--- config.mk ---
export PLATFORM = sky130hd
export DESIGN_NAME = id_ex_stage
export DESIGN_NICKNAME = d
export VERILOG_FILES = /design/src/rtl/cpu_pkg.sv /design/src/rtl/operand_forward.sv /design/src/rtl/id_ex_stage.sv
export SDC_FILE = /design/constraint.sdc
export NUM_CORES = 1
export LEC_CHECK = 0
export BUFFER_PORTS_ARGS = -buffer_cell sky130_fd_sc_hd__buf_2
export CORE_MARGIN = 4
export CORE_UTILIZATION = 44
export CTS_CLUSTER_SIZE = 28
export DETAILED_ROUTE_END_ITERATION = 16
export GPL_TIMING_DRIVEN = 0
export PLACE_DENSITY_LB_ADDON = 0.08
export SYNTH_ARGS = -nofsm -noshare
export SYNTH_HDL_FRONTEND = slang
export SYNTH_SLANG_ARGS = --single-unit
--- constraint.sdc ---
create_clock -name i_clk -period 6.2 [get_ports i_clk]
set_input_delay 1.24 -clock i_clk [delete_from_list [all_inputs] [get_ports i_clk]]
set_output_delay 1.24 -clock i_clk [all_outputs]
set_load 0.02 [all_outputs]
--- src/rtl/cpu_pkg.sv ---
// cpu_pkg
//  Shared CPU definitions for the execute-side pipeline blocks.
//  - Datapath widths (XLEN, RW) and the control bundle width (CTRL_W).
//  - ALU operation selects driven on ctrl[2:0].
//  - Bit positions of each field inside the control bundle:
//      {jump,branch,mem_wen,mem_ren,rd_wen,op2_imm,op1_pc,arith,unsigned,sub,opsel[2:0]}
//  - A helper that recognises a register-writing load in a control bundle.
package cpu_pkg;

  localparam int XLEN   = 32;
  localparam int RW     = 5;
  localparam int CTRL_W = 13;

  // ALU operation selects
  localparam logic [2:0] ALU_ADD  = 3'b000;
  localparam logic [2:0] ALU_SLL  = 3'b001;
  localparam logic [2:0] ALU_SLT  = 3'b010;
  localparam logic [2:0] ALU_SLTU = 3'b011;
  localparam logic [2:0] ALU_XOR  = 3'b100;
  localparam logic [2:0] ALU_SRL  = 3'b101;
  localparam logic [2:0] ALU_OR   = 3'b110;
  localparam logic [2:0] ALU_AND  = 3'b111;

  // Control bundle bit indices
  localparam int CTRL_OPSEL_LSB = 0;
  localparam int CTRL_OPSEL_MSB = 2;
  localparam int CTRL_SUB       = 3;
  localparam int CTRL_UNSIGNED  = 4;
  localparam int CTRL_ARITH     = 5;
  localparam int CTRL_OP1_PC    = 6;
  localparam int CTRL_OP2_IMM   = 7;
  localparam int CTRL_RD_WEN    = 8;
  localparam int CTRL_MEM_REN   = 9;
  localparam int CTRL_MEM_WEN   = 10;
  localparam int CTRL_BRANCH    = 11;
  localparam int CTRL_JUMP      = 12;

  // A load whose result lands in the register file; only these can cause
  // a load-use hazard because their data is not ready until MEM.
  function automatic logic ctrl_is_load(input logic [CTRL_W-1:0] ctrl);
    return ctrl[CTRL_MEM_REN] & ctrl[CTRL_RD_WEN];
  endfunction

endpackage

--- src/rtl/operand_forward.sv ---
// operand_forward
//  Selects the freshest value of one source register for the execute stage.
//  Ports:
//   rs_addr     in   RW    source register address (registered in ID/EX)
//   rf_data     in   XLEN  register-file value captured with the instruction
//   exmem_rd    in   RW    EX/MEM destination register
//   exmem_wen   in   1     EX/MEM writes a register
//   exmem_data  in   XLEN  EX/MEM result
//   memwb_rd    in   RW    MEM/WB destination register
//   memwb_wen   in   1     MEM/WB writes a register
//   memwb_data  in   XLEN  MEM/WB writeback data
//   fwd_data    out  XLEN  forwarded operand value
module operand_forward #(
  parameter int XLEN = cpu_pkg::XLEN,
  parameter int RW   = cpu_pkg::RW
) (
  input  logic [RW-1:0]   rs_addr,
  input  logic [XLEN-1:0] rf_data,
  input  logic [RW-1:0]   exmem_rd,
  input  logic            exmem_wen,
  input  logic [XLEN-1:0] exmem_data,
  input  logic [RW-1:0]   memwb_rd,
  input  logic            memwb_wen,
  input  logic [XLEN-1:0] memwb_data,
  output logic [XLEN-1:0] fwd_data
);

  logic exmem_hit;
  logic memwb_hit;

  always_comb begin
    exmem_hit = exmem_wen && (exmem_rd == rs_addr) && (exmem_rd != '0);
    memwb_hit = memwb_wen && (memwb_rd == rs_addr) && (memwb_rd != '0);
    fwd_data  = rf_data;
    // x0 is hard-wired: never take the register-file value or a forward,
    // even if an upstream stage claims to write x0.
    if (rs_addr == '0) begin
      fwd_data = '0;
    end else if (exmem_hit) begin
      // EX/MEM holds the younger producer, so it beats MEM/WB.
      fwd_data = exmem_data;
    end else if (memwb_hit) begin
      fwd_data = memwb_data;
    end
  end

endmodule

--- src/rtl/id_ex_stage.sv ---
// id_ex_stage
//  ID/EX pipeline register with operand forwarding and load-use detection.
//  Captures the decoded instruction, resolves RAW hazards by forwarding from
//  EX/MEM and MEM/WB, builds the two ALU operands and the store data, and
//  raises o_load_use when the instruction in decode needs a load result that
//  is still in EX (a bubble is then captured for one cycle).
//  Ports:
//   i_clk, i_rst_n             clock (rising edge), async active-low reset
//   i_stall                    hold all stage registers
//   i_flush                    capture a bubble instead of the decode slot
//   i_valid, i_pc              decode slot valid and PC
//   i_rs1_data, i_rs2_data     register-file read data
//   i_imm                      sign-extended immediate
//   i_rs1_addr, i_rs2_addr     source register addresses
//   i_rd_addr                  destination register address
//   i_uses_rs1, i_uses_rs2     instruction actually reads rs1 / rs2
//   i_ctrl                     decoded control bundle (layout in cpu_pkg)
//   i_exmem_*                  EX/MEM forward port (rd, wen, data)
//   i_memwb_*                  MEM/WB forward port (rd, wen, data)
//   o_valid, o_pc, o_ctrl      registered slot valid, PC, control
//   o_rd_addr                  registered destination register
//   o_op1, o_op2               ALU operands
//   o_store_data               forwarded rs2 value for stores
//   o_load_use                 load-use hazard, upstream must hold IF/ID
module id_ex_stage #(
  parameter int XLEN   = cpu_pkg::XLEN,
  parameter int RW     = cpu_pkg::RW,
  parameter int CTRL_W = cpu_pkg::CTRL_W
) (
  input  logic              i_clk,
  input  logic              i_rst_n,
  input  logic              i_stall,
  input  logic              i_flush,
  input  logic              i_valid,
  input  logic [XLEN-1:0]   i_pc,
  input  logic [XLEN-1:0]   i_rs1_data,
  input  logic [XLEN-1:0]   i_rs2_data,
  input  logic [XLEN-1:0]   i_imm,
  input  logic [RW-1:0]     i_rs1_addr,
  input  logic [RW-1:0]     i_rs2_addr,
  input  logic [RW-1:0]     i_rd_addr,
  input  logic              i_uses_rs1,
  input  logic              i_uses_rs2,
  input  logic [CTRL_W-1:0] i_ctrl,
  input  logic [RW-1:0]     i_exmem_rd,
  input  logic              i_exmem_wen,
  input  logic [XLEN-1:0]   i_exmem_data,
  input  logic [RW-1:0]     i_memwb_rd,
  input  logic              i_memwb_wen,
  input  logic [XLEN-1:0]   i_memwb_data,
  output logic              o_valid,
  output logic [XLEN-1:0]   o_pc,
  output logic [CTRL_W-1:0] o_ctrl,
  output logic [RW-1:0]     o_rd_addr,
  output logic [XLEN-1:0]   o_op1,
  output logic [XLEN-1:0]   o_op2,
  output logic [XLEN-1:0]   o_store_data,
  output logic              o_load_use
);

  import cpu_pkg::*;

  // Stage registers
  logic              valid_q,    valid_d;
  logic [XLEN-1:0]   pc_q,       pc_d;
  logic [CTRL_W-1:0] ctrl_q,     ctrl_d;
  logic [RW-1:0]     rd_addr_q,  rd_addr_d;
  logic [RW-1:0]     rs1_addr_q, rs1_addr_d;
  logic [RW-1:0]     rs2_addr_q, rs2_addr_d;
  logic [XLEN-1:0]   rs1_data_q, rs1_data_d;
  logic [XLEN-1:0]   rs2_data_q, rs2_data_d;
  logic [XLEN-1:0]   imm_q,      imm_d;

  logic              load_use;

  // ---------------------------------------------------------------------
  // Load-use detection: the instruction in EX is a load writing a real
  // register that the decode-slot instruction reads. Looks at the live
  // decode inputs, so it is purely combinational. Suppressed on flush
  // because the decode slot is being discarded anyway.
  // ---------------------------------------------------------------------
  always_comb begin
    load_use = 1'b0;
    if (!i_flush && valid_q && ctrl_is_load(ctrl_q) &&
        (rd_addr_q != '0) && i_valid) begin
      load_use = (i_uses_rs1 && (i_rs1_addr == rd_addr_q)) ||
                 (i_uses_rs2 && (i_rs2_addr == rd_addr_q));
    end
  end

  // ---------------------------------------------------------------------
  // Next-state selection: flush > stall > load-use bubble > capture.
  // ---------------------------------------------------------------------
  always_comb begin
    // default: hold
    valid_d    = valid_q;
    pc_d       = pc_q;
    ctrl_d     = ctrl_q;
    rd_addr_d  = rd_addr_q;
    rs1_addr_d = rs1_addr_q;
    rs2_addr_d = rs2_addr_q;
    rs1_data_d = rs1_data_q;
    rs2_data_d = rs2_data_q;
    imm_d      = imm_q;

    if (i_flush || (!i_stall && load_use)) begin
      // Bubble: zero control means no register, memory or PC side effects.
      valid_d    = 1'b0;
      pc_d       = '0;
      ctrl_d     = '0;
      rd_addr_d  = '0;
      rs1_addr_d = '0;
      rs2_addr_d = '0;
      rs1_data_d = '0;
      rs2_data_d = '0;
      imm_d      = '0;
    end else if (!i_stall) begin
      valid_d    = i_valid;
      pc_d       = i_pc;
      // An empty decode slot must not carry live control into EX.
      ctrl_d     = i_valid ? i_ctrl : '0;
      rd_addr_d  = i_rd_addr;
      rs1_addr_d = i_rs1_addr;
      rs2_addr_d = i_rs2_addr;
      rs1_data_d = i_rs1_data;
      rs2_data_d = i_rs2_data;
      imm_d      = i_imm;
    end
  end

  always_ff @(posedge i_clk or negedge i_rst_n) begin
    if (!i_rst_n) begin
      valid_q    <= 1'b0;
      pc_q       <= '0;
      ctrl_q     <= '0;
      rd_addr_q  <= '0;
      rs1_addr_q <= '0;
      rs2_addr_q <= '0;
      rs1_data_q <= '0;
      rs2_data_q <= '0;
      imm_q      <= '0;
    end else begin
      valid_q    <= valid_d;
      pc_q       <= pc_d;
      ctrl_q     <= ctrl_d;
      rd_addr_q  <= rd_addr_d;
      rs1_addr_q <= rs1_addr_d;
      rs2_addr_q <= rs2_addr_d;
      rs1_data_q <= rs1_data_d;
      rs2_data_q <= rs2_data_d;
      imm_q      <= imm_d;
    end
  end

  // ---------------------------------------------------------------------
  // Forwarding: one resolver per source operand (index 0 = rs1, 1 = rs2).
  // ---------------------------------------------------------------------
  logic [RW-1:0]   fwd_rs_addr [2];
  logic [XLEN-1:0] fwd_rf_data [2];
  logic [XLEN-1:0] fwd_value   [2];

  assign fwd_rs_addr[0] = rs1_addr_q;
  assign fwd_rs_addr[1] = rs2_addr_q;
  assign fwd_rf_data[0] = rs1_data_q;
  assign fwd_rf_data[1] = rs2_data_q;

  generate
    for (genvar gi = 0; gi < 2; gi++) begin : g_fwd
      operand_forward #(
        .XLEN (XLEN),
        .RW   (RW)
      ) u_operand_forward (
        .rs_addr    (fwd_rs_addr[gi]),
        .rf_data    (fwd_rf_data[gi]),
        .exmem_rd   (i_exmem_rd),
        .exmem_wen  (i_exmem_wen),
        .exmem_data (i_exmem_data),
        .memwb_rd   (i_memwb_rd),
        .memwb_wen  (i_memwb_wen),
        .memwb_data (i_memwb_data),
        .fwd_data   (fwd_value[gi])
      );
    end
  endgenerate

  // ---------------------------------------------------------------------
  // Outputs
  // ---------------------------------------------------------------------
  assign o_valid      = valid_q;
  assign o_pc         = pc_q;
  assign o_ctrl       = ctrl_q;
  assign o_rd_addr    = rd_addr_q;
  assign o_op1        = ctrl_q[CTRL_OP1_PC]  ? pc_q  : fwd_value[0];
  assign o_op2        = ctrl_q[CTRL_OP2_IMM] ? imm_q : fwd_value[1];
  // Stores take rs2 even though op2 carries the address offset immediate.
  assign o_store_data = fwd_value[1];
  assign o_load_use   = load_use;

endmodule
==> summary.log <==
INFO  route          drtIter0Drc=660
INFO  synthesis      yosys.area.top_type_share=0.440
INFO  clock_tree     htree_levels=4
INFO  sta            setup_violations=0
INFO  floorplan      starting_density=0.453
INFO  synthesis      largest_family_of_logic_cells_by_synthesized_area=compound AO/OA/AOI/OAI gates
INFO  synthesis      synth_xor_area_frac=0.0294
INFO  synthesis      number_of_synthesized_flops_with_an_enable_pin=0
INFO  route          routedWlPerCell=24.6um
INFO  synthesis      yosys.cell_types.count=44
INFO  sta            post-route-period-util=0.801
INFO  synthesis      asyncSetResetFlopFracSynth=1.00
INFO  worst_setup_path cell_type_group_with_the_largest_total_delay_on_the_critical_path=buffers and inverters
INFO  route          remaining_drc_errors=0
INFO  floorplan      design.portCount=387
INFO  sta            maxClockFrequency=201MHz
INFO  grt            grt_max_degree=83
INFO  route          antenna_violating_nets_post_route=0
INFO  outcome        status=completed
INFO  synthesis      synth_top_cell_by_area=dfrtp_1
INFO  synthesis      synth.ff_latch_count=157
INFO  sta            post-route-min-period=4.97ns
INFO  clock_tree     postCtsHoldBufs=0
INFO  sta            slew_viol_final=0
INFO  clock_tree     ctsLongestPathBuffers=2
INFO  worst_setup_path critical_path.max_fanout=10
INFO  min_path       hp-start=o_ctrl[2]$_DFFE_PN0P_
INFO  worst_setup_path crit_arrival=3.73ns
INFO  flow_run       drv_cap=0
INFO  synthesis      synthesized_nets=1090
INFO  synthesis      ys_flop_type=dfrtp_1
INFO  synthesis      post_synth_mux_area_share=0.0358
INFO  min_path       hold_path_depth=1
INFO  placed_design  weighted_congestion_at_the_end_of_routability_driven_global_placement=0.899
INFO  floorplan      core_area=19700um2
INFO  clock_tree     tritoncts.num_buffers=17
INFO  worst_setup_path worst-path-buf-inv=3
INFO  synthesis      synthesis.area_per_instance=10.5um2
INFO  sta            setup-tns-final=0ns
INFO  worst_setup_path cpPeakStageDelay=0.66ns
INFO  worst_setup_path slowest_stage=a221oi_1
INFO  cells_and_area post_route_cells_drive_above_1_share=0.392
INFO  cells_and_area area_delta_synth_final=32.3%
INFO  grt            gr-usage-all-layers=0.324
INFO  power_and_ir_drop fin_total_pwr=0.00275W
INFO  grt            grt_pass1_vias=9427
INFO  clock_tree     clk_latency=0.44ns
INFO  min_path       path_type_of_the_worst_min_delay_path=reg -> reg
INFO  worst_setup_path reg2regPathDepth=7
INFO  sta            worst_slew_margin_rel=0.227
INFO  power_and_ir_drop ir_worst_vdd=0.191mV
INFO  floorplan      die_h=151um
INFO  worst_setup_path reg2reg_launch_point=o_rd_addr[1]$_DFFE_PN0P_
INFO  floorplan      placementRows=51
INFO  synthesis      synth_compound_gate_area_share=0.330
INFO  floorplan      dieWidth=151um
INFO  grt            grt_pass1_wl=55300um
INFO  route          routed_wl=37800um
INFO  sta            final.setup_skew=0.0172ns
INFO  sta            hold_violations=0
INFO  grt            initial_antenna_violation_count=6
INFO  sta            worst_pin_slew=1.15ns
INFO  cells_and_area nNetsFinal=1495
INFO  power_and_ir_drop cellPowerDensity=232nW/um2
INFO  synthesis      synth_area=8940um2
INFO  grt            grt.overflow.total=0
INFO  synthesis      synth-warning-count=0
INFO  clock_tree     post_cts_setup_buffers=0
INFO  worst_setup_path timing.critical_path.mode_cell=buf_2
INFO  clock_tree     clkSlewWorstSetupHoldPaths=0.06ns
INFO  clock_tree     clock_tree_from_tritoncts=done
INFO  route          avgViaCountPerCell=6.07
INFO  worst_setup_path worst-endpoint-required=4.96ns
INFO  synthesis      synth_simple_gate_area_frac=0.0969
INFO  worst_setup_path logic_depth_of_the_worst_path_buffers_included=8
INFO  floorplan      die_area=22700um2
INFO  placed_design  place_hpwl=28800um
INFO  placed_design  io_buffer_count=385
INFO  route          num_vias=9329
INFO  clock_tree     cts.repair.resized=0
INFO  synthesis      synthTopCellsByArea=dfrtp_1 44%, a32o_1 16%, o41ai_2 4.4%, mux2i_1 3.6%, a211oi_2 2.8%
INFO  cells_and_area regArea=3930um2
INFO  synthesis      synth-adder-area-share=0
INFO  clock_tree     cts_root_buffer=clkbuf_16
INFO  synthesis      sequential_to_total_area_share_from_yosys_stat=0.440
INFO  worst_setup_path cp-end-kind=output port
INFO  clock_tree     clock_sinks=157
INFO  sta            grt_setup_unrepaired=false
INFO  route          drt-pass1-iter-count=7
INFO  synthesis      synthCells=851
INFO  worst_setup_path timing.critical_path.cells=buf_2 -> xor2_1 -> nor4_1 -> clkbuf_1 -> nand2_1 -> a221oi_1 -> o41ai_2 -> buf_2
INFO  cells_and_area nFillCells=1781
INFO  power_and_ir_drop cellLeakagePower=5.54nW
INFO  worst_setup_path worst_setup_path_startpoint=i_memwb_rd[1]
INFO  worst_setup_path timing_worst_setup_path_type=in -> out
INFO  cells_and_area multi_input_comb_area=4410um2
INFO  worst_setup_path type_of_origin_of_the_critical_path=input pin
sequential cells by signal (all words and copies together) (netlist names), 5 cells and up:
signal,count
imm_q,32
o_ctrl,13
o_pc,32
o_rd_addr,5
rs1_addr_q,5
rs1_data_q,32
rs2_addr_q,5
rs2_data_q,32
cells in the mapped netlist, types with 2 or more instances:
cell      instances
a211oi_1          7
a211oi_2         20
a21oi_1          31
a221oi_1          5
a22o_1            6
a22oi_1          32
a32o_1          146
and3_1            5
buf_2            18
buf_6            12
buf_8             2
clkbuf_1         64
dfrtp_1         157
inv_1            27
mux2i_1          32
nand2_1          39
nand3_1           2
nand4_1           2
nor2_1           65
nor2b_1          17
nor3_1           33
nor3b_1           5
nor4_1            4
o21ai_0          38
o41ai_1           8
o41ai_2          24
or2_2             2
or4_1             4
xnor2_1          16
xor2_1           14
per-stage QoR:
stage / area [um2] / utilization / std cells / setup slack [ns] / hold WS (ns)
after floorplan: 8940 / - / 851 / 1.79 / 0.459
after global placement: 11200 / 0.568 / 1501 / 0.892 / 0.470
after detailed placement: 11200 / 0.570 / 1502 / 1.29 / 0.477
after CTS: 11800 / 0.599 / 1534 / 1.29 / 0.491
after global routing: 11800 / 0.600 / 1538 / 1.12 / 0.498
final: 11800 / 0.600 / 1538 / 1.23 / 0.486
kinds of logic (layout without fill, tap and decap cells):
| group | after synthesis | in the layout |
|---|---|---|
| AOI/OAI and AO/OA | 323 | 323 |
| xor gates and xnor gates | 30 | 30 |
| buffers and inverters | 125 | 543 |
| DFF | 157 | 157 |
| muxes | 32 | 32 |
| other | 0 | 4 |
| and+or+nand+nor | 184 | 184 |
cells in the final DEF (no fill, tap or decap), types with 6 or more instances in the layout:
| cell type | count |
|---|---|
| buf_2 | 402 |
| dfrtp_1 | 157 |
| a32o_1 | 146 |
| clkbuf_1 | 65 |
| nor2_1 | 65 |
| nand2_1 | 39 |
| o21ai_0 | 38 |
| nor3_1 | 33 |
| mux2i_1 | 32 |
| a22oi_1 | 32 |
| a21oi_1 | 31 |
| inv_1 | 27 |
| o41ai_2 | 24 |
| a211oi_2 | 20 |
| nor2b_1 | 17 |
| clkbuf_16 | 17 |
| xnor2_1 | 16 |
| xor2_1 | 14 |
| buf_6 | 12 |
| o41ai_1 | 8 |
| a211oi_1 | 7 |
| a22o_1 | 6 |
layout make-up:
class,instances,area share
multi-input combinational,569,0.373
sequential,157,0.332
timing repair buffer,386,0.166
buffer,98,0.0428
clock buffer,21,0.0398
tap,265,0.0280
clock inverter,11,0.00910
inverter,27,0.00857
antenna,4,0.000846
final timing paths:
check                                             to  slack (ns)
setup / recovery                           o_op2[15]        1.23
hold / removal                 o_ctrl[2]$_DFFE_PN0P_        0.49
setup reg to reg           rs1_data_q[8]$_DFFE_PN0P_        3.81
hold reg to reg                o_ctrl[2]$_DFFE_PN0P_        0.49
max in group asynchronous      imm_q[15]$_DFFE_PN0P_        4.61
min in group asynchronous      o_ctrl[5]$_DFFE_PN0P_        0.74
metal layers:
layer	vias up	track usage	wire, um
met3	72	0.0786	3180
met5	-	0	25
met4	4	0.114	1010
met2	462	0.548	18600
met1	4646	0.404	15000
li1	4145	-	-
power by group:
group          leakage (nW)  switching, W  internal, W
Clock                 0.269      0.000452     0.000588
Combinational          3.18      0.000369     0.000219
Sequential             2.09     0.0000390      0.00108
(Power assumes the default switching activity.)
